File: config.mk
export PLATFORM = sky130hd
export DESIGN_NAME = nibble_pair_arbiter_flat
export DESIGN_NICKNAME = d
export VERILOG_FILES = /design/src/rtl/nibble_pair_arbiter_if.sv /design/src/rtl/nibble_pair_arbiter.sv /design/src/flat_wrapper.sv
export SDC_FILE = /design/constraint.sdc
export NUM_CORES = 1
export LEC_CHECK = 0
export CORE_MARGIN = 8
export CORE_UTILIZATION = 45
export DETAILED_ROUTE_END_ITERATION = 16
export HOLD_SLACK_MARGIN = 0.02
export PLACE_DENSITY = 0.88
export SLEW_MARGIN = 0
export SYNTH_ARGS = -nofsm -noshare
export SYNTH_HDL_FRONTEND = slang
export SYNTH_SLANG_ARGS = --single-unit
export TNS_END_PERCENT = 1
File: constraint.sdc
create_clock -name clk -period 1.83 [get_ports clk]
set_input_delay 0.183 -clock clk [delete_from_list [all_inputs] [get_ports clk]]
set_output_delay 0.183 -clock clk [all_outputs]
set_load 0.02 [all_outputs]
File: src/rtl/nibble_pair_arbiter_if.sv
// Handshake bundle between the three nibble sources, the arbiter and the wide sink.
// master is the arbiter side; slave is the environment (sources plus sink).
interface nibble_pair_arbiter_if #(
  parameter int P1 = 4,
  parameter int P2 = P1 * 2
);
  logic [P1-1:0] a1, a2, a3;
  logic          b1, b2, b3;
  logic          g1, g2, g3;
  logic [P2-1:0] h;
  logic          j;
  logic          e;
  logic [1:0]    f1;

  modport master (
    input  a1, a2, a3, b1, b2, b3, e,
    output g1, g2, g3, h, j, f1
  );

  modport slave (
    output a1, a2, a3, b1, b2, b3, e,
    input  g1, g2, g3, h, j, f1
  );
endinterface

File: src/rtl/nibble_pair_arbiter.sv
// Round-robin arbiter over three nibble sources; each grant collects a low/high
// nibble pair into one word that is held on h until the sink accepts it.
module nibble_pair_arbiter #(
  parameter int P1 = 4,
  parameter int P2 = P1 * 2
) (
  input  logic                  clk,
  input  logic                  rst_n,
  nibble_pair_arbiter_if.master bus
);

  typedef enum logic [1:0] {IDLE, LO, HI, OUT} state_t;

  state_t        state;
  logic [1:0]    ptr;
  logic [1:0]    grant;
  logic [1:0]    f1_q;
  logic [2:0]    g_q;
  logic [P2-1:0] h_q;
  logic          j_q;

  logic [2:0]    req;
  logic [1:0]    cand1, cand2;
  logic          win_found;
  logic [1:0]    win_idx;
  logic [P1-1:0] nib;
  logic          sel_valid;

  function automatic logic [1:0] inc3(input logic [1:0] x);
    return (x == 2'd2) ? 2'd0 : x + 2'd1;
  endfunction

  assign req   = {bus.b3, bus.b2, bus.b1};
  assign cand1 = inc3(ptr);
  assign cand2 = inc3(cand1);

  // Scan ptr, ptr+1, ptr+2 (mod 3); first valid requester wins.
  always_comb begin
    win_found = 1'b1;
    win_idx   = ptr;
    if (req[ptr])        win_idx = ptr;
    else if (req[cand1]) win_idx = cand1;
    else if (req[cand2]) win_idx = cand2;
    else                 win_found = 1'b0;
  end

  always_comb begin
    nib = bus.a1;
    case (grant)
      2'd1:    nib = bus.a2;
      2'd2:    nib = bus.a3;
      default: nib = bus.a1;
    endcase
  end

  assign sel_valid = req[grant];

  // Ready lines are registered alongside the state so no path exists from b or e to g.
  always_ff @(posedge clk or negedge rst_n) begin
    if (!rst_n) begin
      state <= IDLE;
      ptr   <= 2'd0;
      grant <= 2'd0;
      g_q   <= 3'b000;
      h_q   <= '0;
      j_q   <= 1'b0;
      f1_q  <= 2'd0;
    end else begin
      case (state)
        IDLE: begin
          if (win_found) begin
            grant <= win_idx;
            ptr   <= inc3(win_idx);
            g_q   <= 3'b001 << win_idx;
            state <= LO;
          end
        end
        LO: begin
          if (sel_valid) begin
            h_q[P1-1:0] <= nib;
            state       <= HI;
          end
        end
        HI: begin
          if (sel_valid) begin
            h_q[P2-1:P1] <= nib;
            f1_q         <= grant;
            g_q          <= 3'b000;
            j_q          <= 1'b1;
            state        <= OUT;
          end
        end
        OUT: begin
          if (bus.e) begin
            j_q   <= 1'b0;
            state <= IDLE;
          end
        end
        default: state <= IDLE;
      endcase
    end
  end

  assign bus.g1 = g_q[0];
  assign bus.g2 = g_q[1];
  assign bus.g3 = g_q[2];
  assign bus.h  = h_q;
  assign bus.j  = j_q;
  assign bus.f1 = f1_q;

endmodule

File: src/flat_wrapper.sv
// flat-port wrapper written by rule: the top's interface ports become plain ports
module nibble_pair_arbiter_flat 
#(
  parameter int P1 = 4,
  parameter int P2 = P1 * 2
)
  (clk, rst_n, bus_a1, bus_a2, bus_a3, bus_b1, bus_b2, bus_b3, bus_e, bus_g1, bus_g2, bus_g3, bus_h, bus_j, bus_f1);
  nibble_pair_arbiter_if #(.P1(P1), .P2(P2)) bus_i ();
  input  logic clk;
  input  logic rst_n;
  input wire logic [$bits(bus_i.a1)-1:0] bus_a1;
  input wire logic [$bits(bus_i.a2)-1:0] bus_a2;
  input wire logic [$bits(bus_i.a3)-1:0] bus_a3;
  input wire logic [$bits(bus_i.b1)-1:0] bus_b1;
  input wire logic [$bits(bus_i.b2)-1:0] bus_b2;
  input wire logic [$bits(bus_i.b3)-1:0] bus_b3;
  input wire logic [$bits(bus_i.e)-1:0] bus_e;
  output wire logic [$bits(bus_i.g1)-1:0] bus_g1;
  output wire logic [$bits(bus_i.g2)-1:0] bus_g2;
  output wire logic [$bits(bus_i.g3)-1:0] bus_g3;
  output wire logic [$bits(bus_i.h)-1:0] bus_h;
  output wire logic [$bits(bus_i.j)-1:0] bus_j;
  output wire logic [$bits(bus_i.f1)-1:0] bus_f1;
  assign bus_i.a1 = bus_a1;
  assign bus_i.a2 = bus_a2;
  assign bus_i.a3 = bus_a3;
  assign bus_i.b1 = bus_b1;
  assign bus_i.b2 = bus_b2;
  assign bus_i.b3 = bus_b3;
  assign bus_i.e = bus_e;
  assign bus_g1 = bus_i.g1;
  assign bus_g2 = bus_i.g2;
  assign bus_g3 = bus_i.g3;
  assign bus_h = bus_i.h;
  assign bus_j = bus_i.j;
  assign bus_f1 = bus_i.f1;
  nibble_pair_arbiter #(.P1(P1), .P2(P2)) u_core (.clk(clk), .rst_n(rst_n), .bus(bus_i));
endmodule
After elaboration in Yosys (flattened, before gate mapping)
Index checks and enable logic that the tools add are counted.

Flip-flop bits (word level): 20. Bits of input ports: 18. Output and inout port bits: 14. Word-level logic and storage cells: 66.

$add $sub $neg: 3. Magnitude comparators: 4. Equal/unequal tests: 12. Shift-type cells: 1. Muxes and demuxes: 29. Reduce and logical (&&, ||, !) cells: 9.

Operator list (count): $mux 2 (10); $eq 2x2->1 const B (6); $lt 2x3->1 const B (4); $mux 1 (9); $bmux 1 s2 (4); $pmux 2 s4 (1); $pmux 4 s2 (1); $add 2x1->2 const B (3); $mux 3 (2); $ne 2x1->1 const B (3); $pmux 3 s2 (1); $reduce_and 2->1 (3); $reduce_and 3->1 (2); $eq 2x1->1 const B (2); $reduce_and 4->1 (1); $reduce_bool 2->1 (2); $shl 1x2->3 const A (1); $logic_not 2->1 (1); $ne 2x2->1 const B (1); $pmux 1 s2 (1).

Depth between registers and ports, before layout
Gate-level depths: netlist of run 1.

Depth after elaboration: 12. Gate-level depth with buffers: 5. Gate-level depth less buffers: 5.

Least setup slack after synthesis of run 1
OpenSTA, ideal clock, no wires.

Path type: flip-flop to flip-flop. From: register u_core.ptr[1]. To: register u_core.state[1]. Library setup time: 0.128 ns. Data arrival time: 1.410 ns. Required time: 1.702 ns. Path slack: 0.293 ns. Cell stages (with the launch flop): 6. Buffers on the path: 1. Clock period less this slack: 1.537 ns. Path through: dfrtp_1 -> buf_2 -> a21boi_2 -> or3_4 -> o221ai_2 -> mux2_1.

Cells in the longest elaborated chain, start to end: 11. Elaborated cells between the ends (all ways): 17. Those cells by class: 2 x add/sub; 3 x eq/ne; 11 x mux; 1 x reduce/logical.

RTL lines: from (decl) (line nibble_pair_arbiter.sv:15) `logic [1:0] ptr;`; from (signal assigned) (line nibble_pair_arbiter.sv:73) `ptr <= inc3(win_idx);`; $add 2x1->2 / $eq 2x2->1 (equally long branches) (line nibble_pair_arbiter.sv:30) `return (x == 2'd2) ? 2'd0 : x + 2'd1;`; $mux 2 (line nibble_pair_arbiter.sv:30); $add 2x1->2 / $eq 2x2->1 (equally long branches) (line nibble_pair_arbiter.sv:30); $mux 2 (line nibble_pair_arbiter.sv:30); $bmux 1 s2 (line nibble_pair_arbiter.sv:43) `else if (req[cand2]) win_idx = cand2;`; $mux 1 (implied by the code) (line nibble_pair_arbiter.sv:43); $mux 1 (line nibble_pair_arbiter.sv:43); $mux 1 (line nibble_pair_arbiter.sv:42) `else if (req[cand1]) win_idx = cand1;`; $mux 1 * (line nibble_pair_arbiter.sv:41) `if (req[ptr]) win_idx = ptr;`; $ne 2x1->1 (no line) *; $reduce_and 4->1 (no line) *; to (signal assigned) (line nibble_pair_arbiter.sv:61) `state <= IDLE;`; to (signal assigned) (line nibble_pair_arbiter.sv:75) `state <= LO;`; to (signal assigned) (line nibble_pair_arbiter.sv:81) `state <= HI;`; to (decl) (line nibble_pair_arbiter.sv:14) `state_t state;`.

Every way passes the cells marked *; elsewhere a longest branch is shown, timed or not. The select of a mux whose other input is x is not followed. A chain may end at the register's enable or synchronous reset.

Worst setup path in the final report of run 1
From: register u_core.state[0]. To: register u_core.state[1].

Cells in the longest elaborated chain, start to end: 3. Elaborated cells between the ends (all ways): 10. Those cells by class: 7 x eq/ne; 1 x mux; 2 x reduce/logical.

RTL lines: $eq 2x1->1, or another cell as far along (line nibble_pair_arbiter.sv:69) `case (state)`; $ne 2x1->1 (no line) / $ne 2x2->1 (equally long branches); $reduce_and 4->1 (no line).

Parallel ways exist; a longest one is shown, timed or not.

==> run metrics, run 1 <==
status completed; #FFs+latches synth 20; worst-case clock skew around 0.0017 ns; Net Sw Frac 0.416; Worst-Skew Late Latency 0.29 ns; Max stage delay on crit path between 0.3 and 0.4 ns; worst hold path class input pin to asynchronous set/reset pin; Final #Nets 177; Yosys warning count 0; Root Buffer clkbuf_4; GR Util met1 0.150; initial antenna violation count 0; fraction of layout cells with a size suffix above 1 0.197; Critical Setup Path Class register to register; Core Area 0.00245 sq mm; Worst setup EP type register; post-synth design cell area 0.00116 sq mm; asr flop ratio synth 1.00; Starting DRT DRC Count 40; top_reg_cell synth dfrtp_1; Slew Limit Fails 0; setup_tns 0 ns; CP max-delay cell dfrtp_1; Multi-input gate area about 610 sq um; Post-CTS Hold Buffers 0; Reg power frac 0.317; power per cell area 1640 mW/mm^2; ant diodes 0; crit share post-route 0.914; largest net degree at the start of global routing 21; maximum vdd drop 1.05 mV; Vias between 1000 and 1500; Critical path origin u_core.state[0]; Chip Width 66.8 um; crit path DAT 1.86 ns; Avg WL per Cell 16.4 um; met3 usage 0.0487; Comb pwr share 0.588; Syn Nets approximately 130; GP Congestion 0.881; GRT Resource Usage Total 0.143; grt peak-use layer met2; first-pass GRT wire length 5.07 mm; switching power 1.09 mW; setup slack after layout roughly 0.16 ns; Leak around 0.72 nW; CP max FO 6; FP Rows 18; # port buffers 31; CTS tree done; dpl hpwl 2.40 mm; Clock Power Share 0.095; Longest Clk Path Bufs 2; worst-path cell chain inv_1 -> ha_1 -> o221ai_1 -> o221ai_2 -> mux2_1; Post-synth EDFFs 0; Initial Util 0.472; Area Growth Syn to Fin 38.2%; FF/Latch Area 500 sq um; Reg2Reg Depth 5; vias per cell roughly 5.5; DRT Pass-1 Iters 4; DRT Wirelength between 2 and 3 mm; Routed Antenna Nets 0; Critical Path Sink u_core.state[1]; Pint 1.54 mW; CTS clk-pin slew, worst paths between 0.1 and 0.15 ns; worst endpoint required time 2.01 ns; final setup fails 0; Num Clock Sinks 20; dpl ws -0.0612 ns; die area 0.00446 sq mm; final-layout fill cell count 203; total CTS buffers 3; sequential area share after synthesis 0.431; GR Overflow Total 0; Ports 32; max_cap viols 0; Syn Inst Count 110; Tightest Pin Transition 0.336 ns; Fmax achieved 598 MHz; distinct cell type count after synthesis 37; RR Startpoint u_core.state[0]; Hold Vio Cnt, Final 0; Tot Pwr 2.63 mW; vias in the first global route 1131; R2R Path End u_core.state[1]; M2 GR Usage 0.258; DRC 0; unrepaired setup endpoints after global routing no; register-to-register setup slack 0.16 ns; startpoint type of the worst setup path register; die height ~67 um; Rel. slew slack 0.774; # H-tree levels 1; min cycle time layout 1.67 ns; mean cell area of the mapped netlist 10.5 sq um
## synthesized netlist by cell type (2+ instances only)
master,number,share of area
a22oi_1,4,0.026
nand2_1,8,0.026
dfrtp_1,20,0.43
ha_1,6,0.065
mux2i_1,2,0.017
nand3_1,2,0.0086
a32oi_1,2,0.015
o21ai_0,13,0.056
and3_1,2,0.011
nor3_1,2,0.0086
a21boi_0,2,0.013
inv_1,11,0.036
a21oi_1,2,0.0086
mux2_2,11,0.11
## through the flow
step / utilization / instance area, sq um / hold WS, ns / instances
2_1_floorplan: - / 1160 / -0.113 / 110
3_3_place_gp: 0.637 / 1560 / 0.493 / 178
3_5_place_dp: 0.637 / 1560 / 0.501 / 178
4_1_cts: 0.651 / 1600 / 0.226 / 182
5_1_grt: 0.653 / 1600 / 0.241 / 182
6_report: 0.653 / 1600 / 0.223 / 182
## critical path, delay by kind of cell, from the launching register on
kind	cells	cell delay, ns
compound gates	2	0.44
buf+inv	1	0.10
flops	1	0.39
fa+ha+maj	1	0.29
mux	1	0.34
## worst min-delay path by stage
| stage | start | endpoint | slack, ns | depth (start not counted) |
|---|---|---|---|---|
| global placement | u_core.bus.h[1] | u_core.bus.h[1] | 0.49 | 1 |
| finish | rst_n | u_core.bus.h[1] | 0.22 | 2 |
| CTS | rst_n | u_core.bus.h[1] | 0.23 | 2 |
| global route | rst_n | u_core.bus.h[1] | 0.24 | 2 |
| detailed placement | u_core.bus.f1[1] | u_core.bus.f1[1] | 0.50 | 1 |
| floorplan | rst_n | u_core.bus.f1[0] | -0.11 | 0 |
## metal layers
metal  share of wire  vias up
li1                -      490
met1            0.41      467
met2            0.49       40
met3           0.096        4
met4          0.0057        0
met5               0        -
## cell usage in the layout, fill, tap and decap left out, types with 2 or more instances in the layout
master           instances
a21boi_0                 2
a21oi_1                  2
a22oi_1                  4
a32oi_1                  2
and3_1                   2
buf_4                    9
clkbuf_4                 3
clkdlybuf4s50_1         31
dfrtp_1                 20
ha_1                     6
inv_1                   11
mux2_2                  11
nand2_1                  8
nand3_1                  2
nor3_1                   2
o21ai_0                 13
## cells by family (layout without fill, tap and decap cells)
group,Yosys count,after routing,share of synthesized area
AO/OA/AOI/OAI,35,35,0.216
XOR/XNOR,1,1,0.00755
adder cells (fa/ha/maj),6,6,0.0647
buffers and inverters,13,55,0.0464
flip-flops,20,20,0.431
multiplexers,14,14,0.134
AND/OR/NAND/NOR,21,21,0.100
## sequential cells by signal (all words and copies together), names as in the netlist
name	cells
u_core.bus.h	8
u_core.g_q	3
u_core.bus.f1	2
u_core.grant	2
u_core.ptr	2
u_core.state	2
u_core.bus.j	1
## power by group through the flow
stage / clock network [mW] / registers, mW / logic [mW]
finish: 0.249 / 0.834 / 1.55
global route: 0.270 / 0.868 / 1.69
CTS: 0.253 / 0.833 / 1.55
detailed placement: 0 / 0.843 / 1.54
global placement: 0 / 0.824 / 1.47
floorplan: 0 / 0.941 / 0.814
## what timing repair did
action,in CTS,in global routing
endpoints found under the setup margin,0,6
resized for setup,0,1
setup buffers,0,0
## cell type report
class | instances | share of cell area
tap | 30 | 0.0234
timing repair buffer | 40 | 0.236
multi-input combinational | 77 | 0.380
inverter | 11 | 0.0258
sequential | 20 | 0.312
clock buffer | 4 | 0.0226
No activity file was read; power rests on OpenSTA's default activity.
==> inputs of run 2 (changes only) <==
--- a/config.mk
+++ b/config.mk
@@ -7,10 +7,11 @@
 export LEC_CHECK = 0
 export CORE_MARGIN = 8
 export CORE_UTILIZATION = 45
+export CTS_CLUSTER_SIZE = 30
 export DETAILED_ROUTE_END_ITERATION = 16
 export HOLD_SLACK_MARGIN = 0.02
 export PLACE_DENSITY = 0.88
-export SLEW_MARGIN = 0
+export SLEW_MARGIN = 10
 export SYNTH_ARGS = -nofsm -noshare
 export SYNTH_HDL_FRONTEND = slang
 export SYNTH_SLANG_ARGS = --single-unit
==> results of run 2 <==
No change in the layout: final DEF, timing and power equal those of run 1.
